**config.mk**
```make
export PLATFORM = sky130hd
export DESIGN_NAME = bias_rd_sequencer
export DESIGN_NICKNAME = d
export VERILOG_FILES = /design/src/rtl/bias_rd_sequencer.sv
export SDC_FILE = /design/constraint.sdc
export NUM_CORES = 1
export LEC_CHECK = 0
export ABC_AREA = 1
export CORE_ASPECT_RATIO = 1.5
export CORE_MARGIN = 8
export CORE_UTILIZATION = 50
export DETAILED_ROUTE_END_ITERATION = 7
export PLACE_DENSITY = 0.69
export SKIP_CTS_REPAIR_TIMING = 1
export SYNTH_ARGS = -nofsm -noshare
export SYNTH_HDL_FRONTEND = slang
export SYNTH_SLANG_ARGS = --single-unit
```
**constraint.sdc**
```tcl
create_clock -name clk -period 2.35 [get_ports clk]
set_clock_uncertainty 0.1 [all_clocks]
set_input_delay 0.47 -clock clk [delete_from_list [all_inputs] [get_ports clk]]
set_output_delay 0.47 -clock clk [all_outputs]
set_load 0.005 [all_outputs]
```
**src/rtl/bias_rd_sequencer.sv**
```systemverilog
// bias_rd_sequencer: walks each conv layer's bias ROM groups and hands them out over valid/ready.
// Define BIAS_SEQ_STATUS_EN to expose group_idx and a sticky abort_flag.
module bias_rd_sequencer #(
  parameter int RD_ADDR_DEPTH = 9,
  parameter int L0_BASE = 0,
  parameter int L0_CNT = 4,
  parameter int L1_BASE = 4,
  parameter int L1_CNT = 8,
  parameter int L2_BASE = 12,
  parameter int L2_CNT = 16,
  parameter int L3_BASE = 28,
  parameter int L3_CNT = 32
) (
  input  logic clk,
  input  logic rstn,
  input  logic [2:0] current_state,
  input  logic bias_ready,
  output logic [RD_ADDR_DEPTH-1:0] addr_rd,
  output logic bias_out_valid,
  output logic state_rst
`ifdef BIAS_SEQ_STATUS_EN
  ,
  output logic [RD_ADDR_DEPTH:0] group_idx,
  output logic abort_flag
`endif
);
  localparam int CW = RD_ADDR_DEPTH + 1;
  localparam int TOP = 1 << RD_ADDR_DEPTH;
  typedef enum logic [1:0] {IDLE, FETCH, VALID, DONE} state_e;
  state_e state_q;
  logic [2:0] prev_q;
  logic [CW-1:0] cnt_q;
  logic is_layer, chg, xfer, last;
  logic [RD_ADDR_DEPTH-1:0] base;
  logic [CW-1:0] num;
  if (L0_BASE + L0_CNT > TOP || L1_BASE + L1_CNT > TOP ||
      L2_BASE + L2_CNT > TOP || L3_BASE + L3_CNT > TOP) begin : g_range_chk
    $error("bias_rd_sequencer: a layer's BASE+CNT-1 exceeds the ROM address range");
  end
  always_comb begin
    is_layer = current_state inside {[3'd1:3'd4]};
    chg = current_state != prev_q;
    xfer = bias_out_valid && bias_ready;
    base = current_state == 3'd1 ? RD_ADDR_DEPTH'(L0_BASE) :
           current_state == 3'd2 ? RD_ADDR_DEPTH'(L1_BASE) :
           current_state == 3'd3 ? RD_ADDR_DEPTH'(L2_BASE) : RD_ADDR_DEPTH'(L3_BASE);
    num = current_state == 3'd1 ? CW'(L0_CNT) :
          current_state == 3'd2 ? CW'(L1_CNT) :
          current_state == 3'd3 ? CW'(L2_CNT) : CW'(L3_CNT);
    last = cnt_q == num - CW'(1);
  end
  always_ff @(posedge clk or negedge rstn) begin
    if (!rstn) begin
      state_q <= IDLE;
      prev_q <= 3'd0;
      cnt_q <= '0;
      addr_rd <= '0;
      bias_out_valid <= 1'b0;
      state_rst <= 1'b0;
    end else begin
      prev_q <= current_state;
      bias_out_valid <= 1'b0;
      state_rst <= 1'b0;
      // a change to a layer code restarts from that layer's base, whatever state we are in
      if (chg && is_layer) begin
        addr_rd <= base;
        cnt_q <= '0;
        state_q <= num == '0 ? DONE : FETCH;
        state_rst <= num == '0;
      end else if (chg && state_q != IDLE) begin
        cnt_q <= '0;
        state_q <= IDLE;
      end else begin
        case (state_q)
          FETCH: begin
            state_q <= VALID;
            bias_out_valid <= 1'b1;
          end
          VALID: begin
            if (!xfer) begin
              bias_out_valid <= 1'b1;
            end else if (last) begin
              state_q <= DONE;
              state_rst <= 1'b1;
            end else begin
              addr_rd <= addr_rd + RD_ADDR_DEPTH'(1);
              cnt_q <= cnt_q + CW'(1);
              state_q <= FETCH;
            end
          end
          DONE: state_q <= IDLE;
          default: state_q <= IDLE;
        endcase
      end
    end
  end
`ifdef BIAS_SEQ_STATUS_EN
  logic abort_q;
  always_ff @(posedge clk or negedge rstn) begin
    if (!rstn) abort_q <= 1'b0;
    else if (chg && state_q != IDLE) abort_q <= 1'b1;
  end
  assign group_idx = cnt_q;
  assign abort_flag = abort_q;
`endif
endmodule

```
==> run summary, run 1 <==
Net Switching = 321 uW
Sw Ratio = 0.286
crit-path max cell delay = 0.54 ns
clk sinks = 26
M3 GR Usage = 0.0211
Routed WL per cell = 13.5 um
H-tree levels = 1
Worst setup SP type = primary input
CTS max path bufs = 2
worst endpoint required time = 2.41 ns
leakage power = 1.09 nW
synth unique cells = 27
Initial Utilization = 0.512
TNS Setup = 0 ns
status = finished, final reports clean
Worst Hold Class = in2async
sequential-to-total area share from yosys stat = 0.352
Max-cap violations = 0
grt peak-use layer = met2
IO buf count = 16
Logic pwr share = 0.214
Synth Net Count = 261
grt ovf = 0
Via Count = 1669
sequential power share = 0.450
synthesized area per cell = 7.40 um2
TritonRoute pass-1 iters = 4
Synth Warn # = 0
Hold Violations, Final = 0
total wire length = 4.25 mm
Slew headroom = 0.769
clock power share = 0.336
Max Clock Freq = 0.485 GHz
CP Data Arrival Time = 2.12 ns
# DRC = 0
DRT antenna net count = 0
core box area = 3610 um2
critical path's slowest cell = clkdlybuf4s50_1
actual slew at the worst max-slew pin = 0.347 ns
Int Power = 800 uW
Synth Register Bits = 26
Final setup viols = 0
Slew Limit Fails = 0
post-DP HPWL = 3.18 mm
initial antenna violation count = 0
worst hold slack = 0.455 ns
crit-path max FO = 8
Syn Inst Count = 250
Tot Pwr = 1.12 mW
peak supply drop = 0.504 mV
pwr/cell area = 523 nW/um2
RSZ-0062 raised after global routing = false
Worst-path clk slew = 0.09 ns
Clk Latency, worst-skew pair = 0.27 ns
die area = 5940 um2
Overall Global Routing Usage = 0.155
Die W = 65.7 um
Final period util = 0.877
std cell rows = 27
Worst Setup End Kind = register
leading area contributor after synthesis = dfrtp_1
largest cells by area after synthesis = dfrtp_1 35%, nand2_1 16%, nand3_1 7.8%
area grow syn2layout = 15.9%
fraction of layout cells with a size suffix above 1 = 0.148
largest net degree at the start of global routing = 27
crit path cell chain = clkdlybuf4s50_1 > nor2_2 > nand2_1 > nand2_1 > nand2_1 > nor2_4 > nand3_4 > nand2_4 > nand2_2 > nand2_1 > nand2_1
top-area cell type share of the netlist area = 0.352
CTS tree = built
Most common cell on crit path = nand2_1
final estimated routing congestion in global placement = 0.888
Root Driver = clkbuf_8
CP Class = in2reg
vias in the first global route = 1668
met2 usage = 0.286
Num CTS Buffers = 3
via/cell ratio = 5.32
GRT met1 Usage = 0.163
1st-iter DRT viols = 62
Final nets = 283
first-pass GRT wire length = 7.49 mm
I/O pins = 17
Final min period = 2.06 ns
Netlist Area Pre-Place = 1850 um2
Ant. Diodes = 0
die height = 90.5 um
-- per-stage QoR --
stage	utilization	instance area, um2	setup slack, ns	instances
2_1_floorplan	-	1850	0.704	250
3_3_place_gp	0.573	2070	0.0138	310
3_5_place_dp	0.573	2070	0.0180	310
4_1_cts	0.593	2140	0.291	314
5_1_grt	0.593	2140	0.102	314
6_report	0.593	2140	0.290	314
-- path summary, 6_finish.rpt --
| check | startpoint | end | slack (ns) | cells past startpoint |
|---|---|---|---|---|
| setup / recovery | current_state[2] | cnt_q[4] | 0.29 | 11 |
| hold / removal | rstn | addr_rd[4] | 0.45 | 2 |
| setup reg to reg | cnt_q[0] | cnt_q[4] | 0.38 | 10 |
| hold reg to reg | cnt_q[9] | cnt_q[9] | 0.48 | 2 |
| max in group asynchronous | rstn | addr_rd[1] | 1.43 | 2 |
| min in group clk | cnt_q[9] | cnt_q[9] | 0.48 | 2 |
-- cell families (layout without fill, tap and decap cells) --
group / count (synthesis) / after routing / share of synthesized area
buf+inv: 32 / 53 / 0.0812
simple gates: 173 / 173 / 0.465
fa+ha+maj: 5 / 5 / 0.0338
compound gates: 7 / 7 / 0.0311
flops: 26 / 26 / 0.352
xor+xnor: 7 / 7 / 0.0372
-- placed cells by master (no fill, tap or decap), drive strengths merged --
cell type	n
a21boi	1
xnor2	3
nor3	1
buf	6
nand3	39
ha	5
nand4	11
o21ai	4
a21o	2
clkbuf	3
inv	27
clkdlybuf4s50	16
xor2	4
nor2	29
nand3b	2
dfrtp	26
bufinv	1
nand2	91
-- worst max-delay path: cells and delay by family --
family                 cells  cell delay [ns]
and+or+nand+nor           10             1.10
buffers and inverters      1             0.54
-- per-layer routing --
metal	share of wire	vias up
li1	-	837
met1	0.40	796
met2	0.54	27
met3	0.032	9
met4	0.025	0
met5	0	-
-- power by group through the flow --
| stage | sequential [mW] | clock, mW | combinational (mW) |
|---|---|---|---|
| 6_report | 0.504 | 0.376 | 0.240 |
| 3_3_place_gp | 0.512 | 0 | 0.239 |
| 3_5_place_dp | 0.513 | 0 | 0.243 |
| 4_1_cts | 0.504 | 0.386 | 0.244 |
| 5_1_grt | 0.509 | 0.401 | 0.271 |
| 2_1_floorplan | 0.508 | 0 | 0.145 |
-- state kept, by name, indices dropped and copies added, names as in the netlist --
| register | cells |
|---|---|
| state_q | 2 |
| prev_q | 3 |
| state_rst | 1 |
| addr_rd | 9 |
| bias_out_valid | 1 |
| cnt_q | 10 |
-- synth_stat cells --
cell and instances:
a21boi_4 1, a21o_1 2, buf_12 1, buf_2 2, buf_4 1, buf_6 1
dfrtp_1 26, ha_1 5, inv_1 22, inv_2 5, nand2_1 81, nand2_2 5
nand2_4 5, nand3_1 29, nand3_2 8, nand3_4 2, nand3b_1 2, nand4_1 11
nor2_1 27, nor2_2 1, nor2_4 1, nor3_1 1, o21ai_0 3, o21ai_2 1
xnor2_1 2, xnor2_2 1, xor2_1 4
-- layout make-up --
class                           count  area [um2]
Tap cell                           43        53.8
Timing Repair Buffer               22         218
Clock inverter                      1        30.0
Inverter                           27         101
Fill cell                         346        1470
Multi-Input combinational cell    192        1050
Clock buffer                        3        41.3
Sequential cell                    26         651
Note: power is estimated with default switching activity, not from simulation.
==> inputs of run 2 (changes only) <==
--- a/config.mk
+++ b/config.mk
@@ -10,8 +10,10 @@
 export CORE_MARGIN = 8
 export CORE_UTILIZATION = 50
 export DETAILED_ROUTE_END_ITERATION = 7
+export GPL_TIMING_DRIVEN = 0
 export PLACE_DENSITY = 0.69
 export SKIP_CTS_REPAIR_TIMING = 1
+export SKIP_LAST_GASP = 1
 export SYNTH_ARGS = -nofsm -noshare
 export SYNTH_HDL_FRONTEND = slang
 export SYNTH_SLANG_ARGS = --single-unit
==> run summary, run 2 (same netlist as run 1, synthesis figures left out) <==
Worst setup SP type = primary input
CTS tree = built
CP Data Arrival Time = 2.09 ns (-0.03 ns)
placed inst area = 2060 um2 (-0.42%)
I/O pins = 17 (unchanged)
number of flip-flops in the largest register = 10 (unchanged)
Clk Latency, worst-skew pair = 0.27 ns (about the same)
crit-path max FO = 10 (+2)
H-tree levels = 1 (unchanged)
pwr/cell area = 519 nW/um2 (-0.74%)
Top delay family on crit path = simple AND/OR/NAND/NOR gates
Final setup viols = 0 (unchanged)
1st-iter DRT viols = 79 (+27%)
crit path cell chain = clkdlybuf4s50_1 > nor2_2 > nand2_1 > nand2_1 > nand2_1 > nor2_4 > nand3_4 > nand2_4 > nand2_2 > nand2_1 > nand2_1
Die W = 65.7 um (unchanged)
Overall Global Routing Usage = 0.138 (-0.0169)
Worst Setup End Kind = register
fraction of layout cells with a size suffix above 1 = 0.144 (-0.00316)
Hold Violations, Final = 0 (unchanged)
initial antenna violation count = 0 (unchanged)
CTS max path bufs = 2 (unchanged)
largest net degree at the start of global routing = 27 (unchanged)
CP bufs+invs = 1 (unchanged)
final estimated routing congestion in global placement = 0.850 (-4.3%)
Max Clock Freq = 0.493 GHz (+1.6%)
Max-cap violations = 0 (unchanged)
Final nets = 282 (-0.35%)
Final min period = 2.03 ns (-0.0318 ns)
via/cell ratio = 5.18 (-2.5%)
peak supply drop = 0.306 mV (-39%)
Num CTS Buffers = 3 (unchanged)
die height = 90.5 um (unchanged)
TNS Setup = 0 ns (unchanged)
Worst-path clk slew = 0.10 ns (about the same)
Placed Instances = 309 (-0.32%)
total wire length = 3.84 mm (-9.8%)
area grow syn2layout = 15.4%
first-pass GRT wire length = 6.80 mm (-9.2%)
Ant. Diodes = 0 (unchanged)
Slew headroom = 0.207 (-0.561)
Most common cell on crit path = nand2_1
most frequent cells in the layout = 81 x nand2_1, 29 x nand3_1, 27 x nor2_1
largest registers = cnt_q: 10 flops, addr_rd: 9 flops, prev_q: 3 flops
Finished Cell Area = 2130 um2 (-0.41%)
fin cells = 313 (-0.32%)
TritonRoute pass-1 iters = 4 (unchanged)
Biggest register = cnt_q
std cell rows = 27 (unchanged)
Root Driver = clkbuf_8
Via Count = 1622 (-2.8%)
clk sinks = 26 (unchanged)
post-DP HPWL = 2.95 mm (-7.4%)
DRT antenna net count = 0 (unchanged)
RSZ-0062 raised after global routing = false
Routed WL per cell = 12.3 um (-9.5%)
crit-path max cell delay = 0.54 ns (about the same)
Slew Limit Fails = 0 (unchanged)
# DRC = 0 (unchanged)
most common cell after layout, fill and taps aside = nand2_1
actual slew at the worst max-slew pin = 1.19 ns (+0.838 ns)
CP Class = in2reg
die area = 5940 um2 (unchanged)
vias in the first global route = 1615 (-3.2%)
grt ovf = 0 (unchanged)
leakage power = 1.09 nW (-0.12%)
Initial Utilization = 0.512 (unchanged)
critical path's slowest cell = clkdlybuf4s50_1
status = finished, final reports clean
core box area = 3610 um2 (unchanged)
Worst Hold Class = reg2reg
IO buf count = 16 (unchanged)
worst endpoint required time = 2.42 ns (about the same)
Final period util = 0.863 (-0.0135)
-- run 2: changes by cell type in the layout (fill, tap and decap cells not counted) --
cell	change
buf_2	+2
buf_6	+1
buf_4	-4
-- run 2: power breakdown --
group / leakage (nW) / internal [mW] / switching (mW)
registers: 0.348 / 0.471 / 0.0312
logic: 0.704 / 0.0945 / 0.137
clock network: 0.0357 / 0.228 / 0.146
-- run 2: area by class of cell --
class	count	area [um2]
Multi-Input combinational cell	192	1050
Clock buffer	3	41.3
Sequential cell	26	651
Inverter	27	101
Tap cell	43	53.8
Timing Repair Buffer	16	160
Clock inverter	1	30.0
Fill cell	369	1480
Buffer	5	48.8
-- run 2: routing by layer --
metal,routed length [um],part of all wire,global-route usage,vias up
met5,0,0,0,-
met4,37,0.0096,0.0420,0
met3,110,0.029,0.0161,4
met2,2100,0.55,0.269,15
met1,1590,0.41,0.141,765
li1,-,-,-,838
-- run 2: final timing paths --
| check | slack, ns | startpoint | to | depth (start not counted) |
|---|---|---|---|---|
| hold reg to reg | 0.47 | addr_rd[8] | addr_rd[8] | 2 |
| max in group asynchronous | 0.73 | rstn | cnt_q[4] | 1 |
| setup / recovery | 0.32 | current_state[2] | addr_rd[3] | 11 |
| min in group asynchronous | 0.72 | rstn | addr_rd[0] | 1 |
| setup reg to reg | 0.39 | state_q[0] | addr_rd[3] | 9 |
| hold / removal | 0.47 | addr_rd[8] | addr_rd[8] | 2 |
-- run 2: per-stage QoR --
step	power, mW	hold WS (ns)	worst slack, ns	utilization
after floorplan	0.653	0.0744	0.704	-
after global placement	0.744	0.454	0.0518	0.571
after detailed placement	0.746	0.460	0.0287	0.571
after CTS	1.12	0.486	0.313	0.591
after global routing	1.17	0.531	0.185	0.591
final	1.11	0.474	0.322	0.591
-- run 2: tightest hold or removal path, delay by kind of cell, from the launching register on --
kind             cells  cell delay [ns]
flip-flops           1             0.40
AND/OR/NAND/NOR      2             0.15
==> inputs of run 3 (changes only) <==
--- a/config.mk
+++ b/config.mk
@@ -7,7 +7,6 @@
 export LEC_CHECK = 0
 export ABC_AREA = 1
 export CORE_ASPECT_RATIO = 1.5
-export CORE_MARGIN = 8
 export CORE_UTILIZATION = 50
 export DETAILED_ROUTE_END_ITERATION = 7
 export GPL_TIMING_DRIVEN = 0
==> run summary, run 3 (same netlist as run 1, synthesis figures left out) <==
status = finished, final reports clean
core box area = 3480 um2 (-3.7%)
TNS Setup = 0 ns (unchanged)
std cell rows = 26 (-3.7%)
H-tree levels = 1 (unchanged)
first-pass GRT wire length = 6.52 mm (-4.2%)
Slew Limit Fails = 0 (unchanged)
crit-path max FO = 10 (unchanged)
DRT antenna net count = 0 (unchanged)
Worst Setup End Kind = register
Worst R2R End = addr_rd[3]
Slew headroom = 0.589 (+0.381)
number of flip-flops in the largest register = 10 (unchanged)
worst hold slack = 0.101 ns (-0.373 ns)
Tot Pwr = 1.03 mW (-7.0%)
vias in the first global route = 1540 (-4.6%)
Biggest register = cnt_q
pwr/cell area = 488 nW/um2 (-6.0%)
Initial Utilization = 0.531 (+0.0197)
Finished Cell Area = 2110 um2 (-1.1%)
largest net degree at the start of global routing = 27 (unchanged)
Worst-path clk slew = 0.09 ns (about the same)
largest registers = cnt_q: 10 flops, addr_rd: 9 flops, prev_q: 3 flops
area grow syn2layout = 14.2%
Root Driver = clkbuf_8
fraction of layout cells with a size suffix above 1 = 0.148 (+0.00370)
via/cell ratio = 5.16 (-0.48%)
Setup crit start = current_state[2]
Via Count = 1609 (-0.80%)
Die W = 51.7 um (-21%)
Max-cap violations = 0 (unchanged)
die area = 3950 um2 (-33%)
worst flop-to-flop path startpoint = state_q[0]
fin cells = 312 (-0.32%)
clk sinks = 26 (unchanged)
I/O pins = 17 (unchanged)
Layout Utilization = 0.607 (+0.0162)
crit-path max cell delay = 0.54 ns (about the same)
Clk Latency, worst-skew pair = 0.27 ns (about the same)
actual slew at the worst max-slew pin = 0.617 ns (-0.568 ns)
die height = 76.5 um (-15%)
Worst setup SP type = primary input
Worst R2R Setup Slack = 0.39 ns (about the same)
Ant. Diodes = 0 (unchanged)
most frequent cells in the layout = 81 x nand2_1, 29 x nand3_1, 27 x nor2_1
1st-iter DRT viols = 29 (-63%)
Worst Hold Class = in2async
Final min period = 2.00 ns (-0.0262 ns)
total wire length = 3.80 mm (-0.96%)
peak supply drop = 0.278 mV (-8.9%)
# DRC = 0 (unchanged)
Filler cells = 335 (-9.2%)
FF-to-FF path depth = 9 (unchanged)
post-DP HPWL = 2.81 mm (-4.7%)
IO buf count = 16 (unchanged)
final estimated routing congestion in global placement = 0.801 (-5.7%)
Most common cell on crit path = nand2_1
final worst setup slack = 0.348 ns (+0.0262 ns)
Place WS = 0.0364 ns (+0.00778 ns)
Hold Violations, Final = 0 (unchanged)
worst endpoint required time = 2.42 ns (about the same)
CP Data Arrival Time = 2.07 ns (-0.02 ns)
CTS tree = built
Num CTS Buffers = 3 (unchanged)
Max Clock Freq = 0.500 GHz (+1.3%)
Overall Global Routing Usage = 0.213 (+0.0756)
Routed WL per cell = 12.2 um (-0.65%)
grt ovf = 0 (unchanged)
placed inst area = 2060 um2 (about the same)
Final nets = 282 (unchanged)
initial antenna violation count = 0 (unchanged)
Final setup viols = 0 (unchanged)
crit path cell chain = clkdlybuf4s50_1 > nor2_2 > nand2_1 > nand2_1 > nand2_1 > nor2_4 > nand3_4 > nand2_4 > nand2_2 > nand2_1 > nand2_1
CP Class = in2reg
Placed Instances = 308 (-0.32%)
RSZ-0062 raised after global routing = false
Final period util = 0.852 (-0.0112)
most common cell after layout, fill and taps aside = nand2_1
TritonRoute pass-1 iters = 4 (unchanged)
Worst Setup EP = cnt_q[2]
critical path's slowest cell = clkdlybuf4s50_1
leakage power = 1.08 nW (-0.64%)
CTS max path bufs = 2 (unchanged)
[run 3: changes by cell type in the layout (fill, tap and decap cells not counted)]
cell	previous run	this run
clkdlybuf4s50_1	16	15
buf_2	2	3
clkbuf_8	3	4
bufinv_16	1	0
[run 3: critical path, delay by kind of cell]
family	cells	cell delay, ns
simple gates	10	1.05
buf+inv	1	0.54
[run 3: layer usage]
| metal | wire (um) | track usage |
|---|---|---|
| met1 | 1610 | 0.235 |
| met5 | 0 | 0 |
| met4 | 42 | 0.0649 |
| met3 | 46 | 0.0180 |
| met2 | 2100 | 0.408 |
[run 3: power breakdown]
part           switching, mW  internal, mW  total, mW  leakage, nW
Sequential            0.0325         0.471      0.504        0.348
Clock                  0.146         0.150      0.296       0.0288
Combinational          0.137        0.0936      0.230        0.704
[run 3: worst min-delay path by stage]
stage | from | end | slack (ns)
6_report | rstn | prev_q[2] | 0.10
4_1_cts | cnt_q[6] | cnt_q[6] | 0.47
2_1_floorplan | rstn | addr_rd[0] | 0.07
5_1_grt | rstn | prev_q[2] | 0.15
3_5_place_dp | cnt_q[6] | cnt_q[6] | 0.45
3_3_place_gp | cnt_q[6] | cnt_q[6] | 0.45
[run 3: cell type report]
type                            instances  area [um2]  area share
Multi-Input combinational cell        192        1050       0.496
Sequential cell                        26         651       0.308
Timing Repair Buffer                   16         155      0.0735
Inverter                               27         101      0.0480
Clock buffer                            4        55.1      0.0261
Tap cell                               42        52.6      0.0249
Buffer                                  5        48.8      0.0231
==> variant, RTL diff (flow settings as in run 2) <==
Set the parameter `RD_ADDR_DEPTH` to 10 (it was 9).
--- a/src/rtl/bias_rd_sequencer.sv
+++ b/src/rtl/bias_rd_sequencer.sv
@@ -2,5 +2,5 @@
 // Define BIAS_SEQ_STATUS_EN to expose group_idx and a sticky abort_flag.
 module bias_rd_sequencer #(
-  parameter int RD_ADDR_DEPTH = 9,
+  parameter int RD_ADDR_DEPTH = 10,
   parameter int L0_BASE = 0,
   parameter int L0_CNT = 4,
Interface: changed (resized addr_rd); port bits go from 17 to 18. No check against the original RTL was run, so the function may have changed too.
==> variant against run 2 <==
  * Clock power grew 2%
  * Total power grew 3.1%
  * Die area grew 2.8%
  * Largest cell class unchanged
  * Sequential cell count grew 2
  * Final area grew 3.3%
  * Utilization grew 0.85 points
  * Cell count grew 3.2%
  * Area after synthesis grew 3.6%
  * Routed wire length grew 9.7%
  * Setup slack lost 41 ps
  * Via count grew 4.1%
==> variant: results (changes against run 2) <==
- Status: finished clean
- Post-Route WL: 4.21 mm (+9.7%)
- Mapped Nets: 270 (+3.4%)
- DP HPWL: 3.21 mm (+8.9%)
- Post-synthesis sequential area ratio: 36.6% (+1.4 points)
- Layout fillers: 365 (-1.1%)
- CP arrival: 2140 ps (+50 ps)
- Ratio of cells with drive above 1 in the final layout: 9.64% (-4.8 points)
- Post-Place Cell Area: 0.00214 mm2 (+3.7%)
- Nets@finish: 292 (+3.5%)
- Unique cell type count in the Yosys netlist: 24 (-11%)
- Vias in the first global route: 1744 (+8.0%)
- Largest net degree at the start of global routing: 29 (+7.4%)
- Biggest regs: cnt_q: 11 flops, addr_rd: 10 flops, prev_q: 3 flops
- Worst IR drop on VDD: 0.348 mV (+14%)
- Via/cell ratio: 5.23 (+0.85%)
- Largest cells by area after synthesis: dfrtp_1, nand2_1, nand3_1, inv_1, nor2_1
- Leakage dissipation: 0.00108 uW (-0.82%)
- Clk_lat worst skew: 280 ps
- Placed cells: 319 (+3.2%)
- GRT Total Usage: 15.1% (+1.3 points)
- Syn Area/Cell: 7.40 um2 (about the same)
- Max FO, Critical Path: 9 (-1)
- First-pass GRT wire length: 7.62 mm (+12%)
- GP Congestion: 0.826 (-2.9%)
- Commonest cells post-synth: nand2_1, nand3_1, dfrtp_1
- Worst stage delay on the critical path: 640 ps (+100 ps)
- Buffers added on ports: 17 (+1)
==> variant: path summary, 6_finish.rpt <==
| path | slack [ps] | start | to | cells past startpoint |
|---|---|---|---|---|
| worst max-delay path | 280 | current_state[0] | cnt_q[2]$_DFFE_PN0P_ | 10 |
| worst min-delay path | 110 | rstn | cnt_q[9]$_DFFE_PN0P_ | 1 |
| worst max register to register | 330 | cnt_q[0]$_DFFE_PN0P_ | cnt_q[2]$_DFFE_PN0P_ | 10 |
| worst min register to register | 460 | cnt_q[8]$_DFFE_PN0P_ | cnt_q[8]$_DFFE_PN0P_ | 2 |
| max in group asynchronous | 1620 | rstn | prev_q[2]$_DFF_PN0_ | 1 |
| min in group clk | 460 | cnt_q[8]$_DFFE_PN0P_ | cnt_q[8]$_DFFE_PN0P_ | 2 |
==> variant: kinds of logic after synthesis <==
logic type	Yosys count	share of synthesized area (%)
AND/OR/NAND/NOR	167	41.0
buffers and inverters	34	9.47
flip-flops	28	36.6
XOR/XNOR	13	5.94
AO/OA/AOI/OAI	12	3.72
adder cells (fa/ha/maj)	5	3.27
==> variant: through the flow <==
step           setup WS (ps)  power (uW)  utilization [%]
2_1_floorplan            644         675                -
3_3_place_gp            2.39         770             58.1
3_5_place_dp           -8.33         773             58.1
4_1_cts                  263        1160             60.0
5_1_grt                 57.5        1210             59.9
6_report                 281        1140             59.9
==> variant: layout make-up <==
cell class	count	area (um2)	share of cell area (%)
well taps	43	53.8	2.44
multi-input cells	197	1030	46.9
plain buffers	7	80.1	3.63
clock buffers	3	41.3	1.87
repair buffers	17	165	7.49
clock inverters	1	30.0	1.36
inverters	27	101	4.59
flip-flops and latches	28	701	31.8
==> variant: report_power, final <==
| group | switching, uW | total, uW | internal, uW |
|---|---|---|---|
| clock | 155 | 383 | 228 |
| combinational | 136 | 227 | 91.3 |
| sequential | 26.9 | 533 | 506 |
| total | 317 | 1140 | 825 |
==> variant: layer usage <==
| metal | up-vias | part of all wire (%) | GRT usage, % | routed length [um] |
|---|---|---|---|---|
| met1 | 795 | 42 | 16.5 | 1780 |
| met2 | 15 | 55 | 28.7 | 2310 |
| met4 | 0 | 0.78 | 3.76 | 33 |
| met3 | 4 | 1.9 | 1.95 | 78 |
| met5 | - | 0 | 0 | 0 |
| li1 | 874 | - | - | - |
